### config.mk
export PLATFORM = sky130hd
export DESIGN_NAME = seq_divider16
export DESIGN_NICKNAME = d
export VERILOG_FILES = /design/src/rtl/seq_divider16.sv
export SDC_FILE = /design/constraint.sdc
export NUM_CORES = 1
export LEC_CHECK = 0
export CAP_MARGIN = 20
export CORE_ASPECT_RATIO = 0.9
export CORE_MARGIN = 8
export CORE_UTILIZATION = 40
export DETAILED_ROUTE_END_ITERATION = 8
export HOLD_SLACK_MARGIN = 0.08
export PLACE_DENSITY = 0.71
export SLEW_MARGIN = 20
export SYNTH_ARGS = -nofsm -noshare
export SYNTH_HDL_FRONTEND = slang
export SYNTH_SLANG_ARGS = --single-unit
### constraint.sdc
create_clock -name clk -period 2.6 [get_ports clk]
set_input_delay 0.39 -clock clk [delete_from_list [all_inputs] [get_ports clk]]
set_output_delay 0.39 -clock clk [all_outputs]
set_load 0.02 [all_outputs]
### src/rtl/seq_divider16.sv
// seq_divider16: unsigned restoring divider, one quotient bit per clock.
// A (with one guard bit) and Q form a single shift register, and M holds
// the divisor. A start/done handshake wraps the datapath.
// Divide-by-zero skips the iterations and reports all-ones / dividend.
module seq_divider16 #(
   parameter int WIDTH = 16
) (
   input  logic             clk,
   input  logic             re,
   input  logic             start,
   input  logic [WIDTH-1:0] dividend,
   input  logic [WIDTH-1:0] divisor,
   output logic             busy,
   output logic             done,
   output logic [WIDTH-1:0] quotient,
   output logic [WIDTH-1:0] remainder,
   output logic             div_by_zero
);

   localparam int CW = $clog2(WIDTH + 1);

   typedef enum logic [1:0] {
      IDLE = 2'd0,
      CALC = 2'd1,
      DONE = 2'd2
   } state_t;

   state_t           state_r, state_nx;
   logic [WIDTH:0]   a_r, a_sh, a_nx, diff;
   logic [WIDTH-1:0] q_r, q_nx;
   logic [WIDTH:0]   m_r;
   logic [CW-1:0]    count_r;
   logic             last_iter;

   assign busy      = (state_r != IDLE);
   assign done      = (state_r == DONE);
   assign last_iter = (count_r == CW'(1));

   // One restoring step: shift {A,Q} left, trial-subtract M, and keep or restore A.
   always_comb begin
      // NOTE: every combinational output gets a default first so no path leaves it unassigned (no latch).
      a_sh = {a_r[WIDTH-1:0], q_r[WIDTH-1]};
      diff = a_sh - m_r;
      a_nx = a_sh;
      q_nx = {q_r[WIDTH-2:0], 1'b0};
      if (!diff[WIDTH]) begin
         a_nx = diff;
         q_nx = {q_r[WIDTH-2:0], 1'b1};
      end
   end

   // Next-state logic. A zero divisor goes straight to DONE.
   always_comb begin
      state_nx = state_r;
      unique case (state_r)
         IDLE:    if (start) state_nx = (divisor == '0) ? DONE : CALC;
         CALC:    if (last_iter) state_nx = DONE;
         DONE:    state_nx = IDLE;
         default: state_nx = IDLE;
      endcase
   end

   // State register.
   always_ff @(posedge clk or negedge re) begin
      // NOTE: sequential state uses non-blocking assignments so every flop samples pre-edge values.
      if (!re) state_r <= IDLE;
      else     state_r <= state_nx;
   end

   // Datapath and result registers. Results load only on the edge that enters DONE.
   always_ff @(posedge clk or negedge re) begin
      if (!re) begin
         a_r         <= '0;
         q_r         <= '0;
         m_r         <= '0;
         count_r     <= '0;
         quotient    <= '0;
         remainder   <= '0;
         div_by_zero <= 1'b0;
      end else begin
         unique case (state_r)
            IDLE: begin
               if (start) begin
                  if (divisor == '0) begin
                     quotient    <= '1;
                     remainder   <= dividend;
                     div_by_zero <= 1'b1;
                  end else begin
                     a_r     <= '0;
                     q_r     <= dividend;
                     m_r     <= {1'b0, divisor};
                     count_r <= CW'(WIDTH);
                  end
               end
            end
            CALC: begin
               a_r     <= a_nx;
               q_r     <= q_nx;
               count_r <= count_r - CW'(1);
               if (last_iter) begin
                  quotient    <= q_nx;
                  remainder   <= a_nx[WIDTH-1:0];
                  div_by_zero <= 1'b0;
               end
            end
            default: ;
         endcase
      end
   end

endmodule

==> impl_results.html, run 1 <==
<table>
<tr><th>Metric</th><th>Value</th></tr>
<tr><th colspan="2">Global routing</th></tr>
<tr><td>Total congestion overflow after global routing</td><td>0</td></tr>
<tr><td>Via count of the first global-routing pass</td><td>4,153</td></tr>
<tr><td>Overall track demand over capacity in global routing</td><td>0.164</td></tr>
<tr><td>Maximum number of pins on one net before global-route repair</td><td>49</td></tr>
<tr><td>Global-route wire length before repair</td><td>21.2 mm</td></tr>
<tr><td>Antenna violations before repair</td><td>0</td></tr>
<tr><th colspan="2">Drt</th></tr>
<tr><td>WL per Instance</td><td>16.6 microns</td></tr>
<tr><td>Violation count after the first detailed-routing iteration</td><td>360</td></tr>
<tr><td>Remaining antenna violation count</td><td>0</td></tr>
<tr><td>Via-to-Cell Ratio</td><td>5.36</td></tr>
<tr><td>Number of DRC violations after detailed routing</td><td>0</td></tr>
<tr><td>Pre-Repair DR Iteration Count</td><td>7</td></tr>
<tr><td>Final WL</td><td>13.0 mm</td></tr>
<tr><td>Via count</td><td>4,195</td></tr>
<tr><th colspan="2">Critical path</th></tr>
<tr><td>Capture point of the critical path</td><td>a_r[3]</td></tr>
<tr><td>Worst setup path startpoint</td><td>q_r[15]</td></tr>
<tr><td>Arrival time of the worst setup path</td><td>2.68 ns</td></tr>
<tr><td>Kind of capture point of the worst setup path</td><td>flip-flop</td></tr>
<tr><td>CP Class</td><td>flip-flop to flip-flop</td></tr>
<tr><td>FF-to-FF End</td><td>a_r[3]</td></tr>
<tr><td>Highest net fanout along the worst path</td><td>6</td></tr>
<tr><td>Critical path launch point type</td><td>flip-flop</td></tr>
<tr><td>R2R Setup Slk</td><td>0.1 ns</td></tr>
<tr><td>Required @ worst endpoint</td><td>2.78 ns</td></tr>
<tr><td>Length in cells of the worst reg-to-reg path</td><td>11</td></tr>
<tr><td>Reg-to-Reg Start</td><td>q_r[15]</td></tr>
<tr><th colspan="2">Synthesis</th></tr>
<tr><td>Part of the Yosys area used for sequential elements</td><td>0.453</td></tr>
<tr><td>Cell count after synthesis</td><td>528</td></tr>
<tr><td>Most instantiated flip-flop cell in the synthesis netlist</td><td>sky130_fd_sc_hd__dfrtp_1</td></tr>
<tr><td>Adder-cell share of the synthesized area</td><td>0.0505</td></tr>
<tr><td>Synthesized-area fraction occupied by ao, oa, aoi and oai cells</td><td>0.190</td></tr>
<tr><td>Post-synth top area cell</td><td>sky130_fd_sc_hd__dfrtp_1</td></tr>
<tr><td>Synthesized net count</td><td>582</td></tr>
<tr><td>Number of enable flip-flop cells after synthesis</td><td>0</td></tr>
<tr><td>Share of the synthesized netlist area taken by xor and xnor gates</td><td>0.0252</td></tr>
<tr><td>Flop and latch count out of synthesis</td><td>88</td></tr>
<tr><td>Area fraction in and, or, nand and nor cells after synthesis</td><td>0.176</td></tr>
<tr><td>Distinct cells, synth</td><td>65</td></tr>
<tr><td>Area of the mapped netlist</td><td>4860 sq um</td></tr>
<tr><td>Main combinational cell family by area after synthesis</td><td>compound AO/OA/AOI/OAI gates</td></tr>
<tr><td>Mux contribution to synthesized area</td><td>0.0556</td></tr>
<tr><td>Mean cell area of the mapped netlist</td><td>9.21 sq um</td></tr>
<tr><td>Share of flip-flops with an asynchronous set or reset</td><td>1.00</td></tr>
<tr><td>Share of the synthesized area in the top cell type</td><td>0.453</td></tr>
<tr><td>Ranking of synthesized cells by area</td><td>sky130_fd_sc_hd__dfrtp_1, sky130_fd_sc_hd__nand2_1, sky130_fd_sc_hd__ha_1, sky130_fd_sc_hd__a31oi_1, sky130_fd_sc_hd__nor2_1</td></tr>
<tr><td>Synth warnings</td><td>0</td></tr>
<tr><th colspan="2">Cells and area</th></tr>
<tr><td>Growth of design area from synthesis to finish</td><td>29.4%</td></tr>
<tr><td>Nets</td><td>672</td></tr>
<tr><td>Final instance area</td><td>6290 sq um</td></tr>
<tr><td>Share of final-layout standard cells stronger than drive strength 1</td><td>0.159</td></tr>
<tr><td>Most common library cell in the layout ignoring fill and taps</td><td>sky130_fd_sc_hd__dfrtp_1</td></tr>
<tr><td>Most frequent cells in the layout</td><td>sky130_fd_sc_hd__dfrtp_1, sky130_fd_sc_hd__clkdlybuf4s50_1, sky130_fd_sc_hd__nand2_1</td></tr>
<tr><td>N_diodes</td><td>0</td></tr>
<tr><th colspan="2">STA</th></tr>
<tr><td>Least setup slack across all paths after layout</td><td>0.0995 ns</td></tr>
<tr><td>Worst slew pin tran</td><td>0.827 ns</td></tr>
<tr><td>Number of hold violations in the final report</td><td>0</td></tr>
<tr><td>Final setup vio count</td><td>0</td></tr>
<tr><td>F_max</td><td>0.400 GHz</td></tr>
<tr><td>Max transition margin</td><td>0.448</td></tr>
<tr><td>Final period utilization</td><td>0.962</td></tr>
<tr><td>Final critical path time including I/O delays and setup</td><td>2.50 ns</td></tr>
<tr><td>Pins over their slew limit</td><td>0</td></tr>
<tr><td>Sum of negative setup slack</td><td>0 ns</td></tr>
<tr><td>Worst setup skew after layout</td><td>0.00878 ns</td></tr>
<tr><th colspan="2">Power</th></tr>
<tr><td>Worst IR drop on VDD</td><td>0.726 mV</td></tr>
<tr><td>Leakage power</td><td>2.77 nW</td></tr>
<tr><td>Pwr/cell area</td><td>1540 nW/um^2</td></tr>
<tr><th colspan="2">Clocking</th></tr>
<tr><td>H-tree levels</td><td>3</td></tr>
<tr><td>TritonCTS clock tree</td><td>yes</td></tr>
<tr><td>TritonCTS sink count</td><td>88</td></tr>
<tr><td>Deepest clock path buffer count</td><td>2</td></tr>
<tr><td>CTS clock-pin slew for the worst setup and hold paths</td><td>0.07 ns</td></tr>
<tr><td>Root Driver</td><td>sky130_fd_sc_hd__clkbuf_16</td></tr>
<tr><td>Number of buffers added by the clock tree synthesis step</td><td>9</td></tr>
<tr><td>Source-to-sink clock delay at the later pin of the worst-skew pair</td><td>0.34 ns</td></tr>
<tr><th colspan="2">Die</th></tr>
<tr><td>I/O Pins</td><td>70</td></tr>
<tr><td>Die width</td><td>132 microns</td></tr>
<tr><td>Cell row count</td><td>38</td></tr>
<tr><td>Starting density of the core</td><td>0.406</td></tr>
<tr><td>Core Footprint</td><td>12,000 sq um</td></tr>
<tr><td>Die outline height</td><td>121 microns</td></tr>
<tr><td>Die footprint</td><td>15,900 sq um</td></tr>
<tr><th colspan="2">Min path</th></tr>
<tr><td>Hold/Removal Path Class</td><td>input pin to asynchronous set/reset pin</td></tr>
<tr><th colspan="2">Job</th></tr>
<tr><td>Max-cap viol count</td><td>0</td></tr>
<tr><th colspan="2">Placement</th></tr>
<tr><td>Standard cell area after detailed placement</td><td>5930 sq um</td></tr>
<tr><td>Detailed Place HPWL</td><td>9.86 mm</td></tr>
<tr><td>Worst slack at placement</td><td>-0.0750 ns</td></tr>
<tr><td>Port Buffer Count</td><td>69</td></tr>
<tr><td>Final weighted congestion in routability-driven placement</td><td>0.896</td></tr>
<tr><th colspan="2">Status</th></tr>
<tr><td>Status</td><td>finished, final reports clean</td></tr>
</table>
where the power goes:
part / switching, W / total, W / internal, W / leakage (nW)
registers: 0.000515 / 0.00255 / 0.00204 / 1.02
logic: 0.00326 / 0.00591 / 0.00265 / 1.62
clock network: 0.000565 / 0.00125 / 0.000682 / 0.137
total: 0.00434 / 0.00971 / 0.00537 / 2.77
cells by family after synthesis:
| family | Yosys count |
|---|---|
| AO/OA/AOI/OAI | 143 |
| XOR/XNOR | 14 |
| adder cells (fa/ha/maj) | 19 |
| buffers and inverters | 60 |
| flip-flops | 88 |
| multiplexers | 25 |
| AND/OR/NAND/NOR | 179 |
worst min path at each step:
stage	start	end	slack, ns
6_report	re	q_r[4]	0.08
5_1_grt	re	quotient[8]	0.14
4_1_cts	re	q_r[4]	0.1
3_5_place_dp	re	quotient[7]	0.46
3_3_place_gp	re	quotient[7]	0.46
2_1_floorplan	re	a_r[0]	0.09
synth_stat cells, types with 4 or more instances:
cell type and n:
sky130_fd_sc_hd__buf_2 5, sky130_fd_sc_hd__a21oi_1 34, sky130_fd_sc_hd__clkbuf_1 15, sky130_fd_sc_hd__nor2b_1 4, sky130_fd_sc_hd__nor4_1 4, sky130_fd_sc_hd__ha_1 18
sky130_fd_sc_hd__nor2_1 55, sky130_fd_sc_hd__dfrtp_1 88, sky130_fd_sc_hd__nor3_1 4, sky130_fd_sc_hd__nand3_1 16, sky130_fd_sc_hd__mux2i_1 9, sky130_fd_sc_hd__mux2_2 16
sky130_fd_sc_hd__o21ai_1 9, sky130_fd_sc_hd__a31oi_1 34, sky130_fd_sc_hd__o21ai_0 18, sky130_fd_sc_hd__nand2b_1 7, sky130_fd_sc_hd__nand2_1 63, sky130_fd_sc_hd__inv_1 36
sky130_fd_sc_hd__o211ai_1 6, sky130_fd_sc_hd__o22ai_1 10, sky130_fd_sc_hd__xnor2_1 7, sky130_fd_sc_hd__xor2_1 7
flip-flops by register name, summed over array words and instances (netlist names):
| name | cells |
|---|---|
| m_r | 16 |
| a_r | 16 |
| count_r | 5 |
| quotient | 16 |
| q_r | 16 |
| state_r | 2 |
| remainder | 16 |
| div_by_zero | 1 |
through the flow:
stage	total power, W	hold slack, ns	util	cells
detailed placement	0.00823	0.464	0.495	765
global route	0.0105	0.136	0.525	783
finish	0.00971	0.0850	0.525	783
global placement	0.00807	0.460	0.495	765
CTS	0.00954	0.0974	0.519	781
floorplan	0.00635	0.0944	-	528
routing by layer:
layer,global-route usage,vias up,part of all wire
met5,0,-,0
met3,0.0419,15,0.062
met4,0.0319,0,0.011
met1,0.223,2009,0.48
li1,-,2039,-
met2,0.261,132,0.45
worst max-delay path: stages, from the launching register on:
cell	delay (ns)
sky130_fd_sc_hd__dfrtp_1	0.37
sky130_fd_sc_hd__inv_1	0.05
sky130_fd_sc_hd__ha_1	0.22
sky130_fd_sc_hd__fa_2	0.35
sky130_fd_sc_hd__nand2b_4	0.15
sky130_fd_sc_hd__a21oi_2	0.19
sky130_fd_sc_hd__o211a_1	0.25
sky130_fd_sc_hd__nor3_2	0.07
sky130_fd_sc_hd__nor2_4	0.10
sky130_fd_sc_hd__buf_4	0.18
sky130_fd_sc_hd__mux2i_2	0.29
sky130_fd_sc_hd__o21ai_0	0.12
repair_timing:
item | CTS | global route
hold buffers | 0 | 0
resized for setup | 2 | 9
endpoints found under the setup margin | 1 | 32
hold endpoints to repair | 0 | 0
buffers inserted | 0 | 2
pin swaps | 0 | 5
final cells by class:
cell class,count,area (sq um)
tap,160,200
timing repair buffer,102,986
fill,1119,5690
clock buffer,11,243
sequential,88,2200
inverter,37,139
clock inverter,5,38.8
multi-input combinational,380,2480
Note: power is estimated with default switching activity, not from simulation.
==> run 2: changes to the inputs <==
- ABC_CLOCK_PERIOD_IN_PS: unset -> 2600
==> results of run 2 <==
The final DEF is identical to that of run 1; final timing and power are the same.
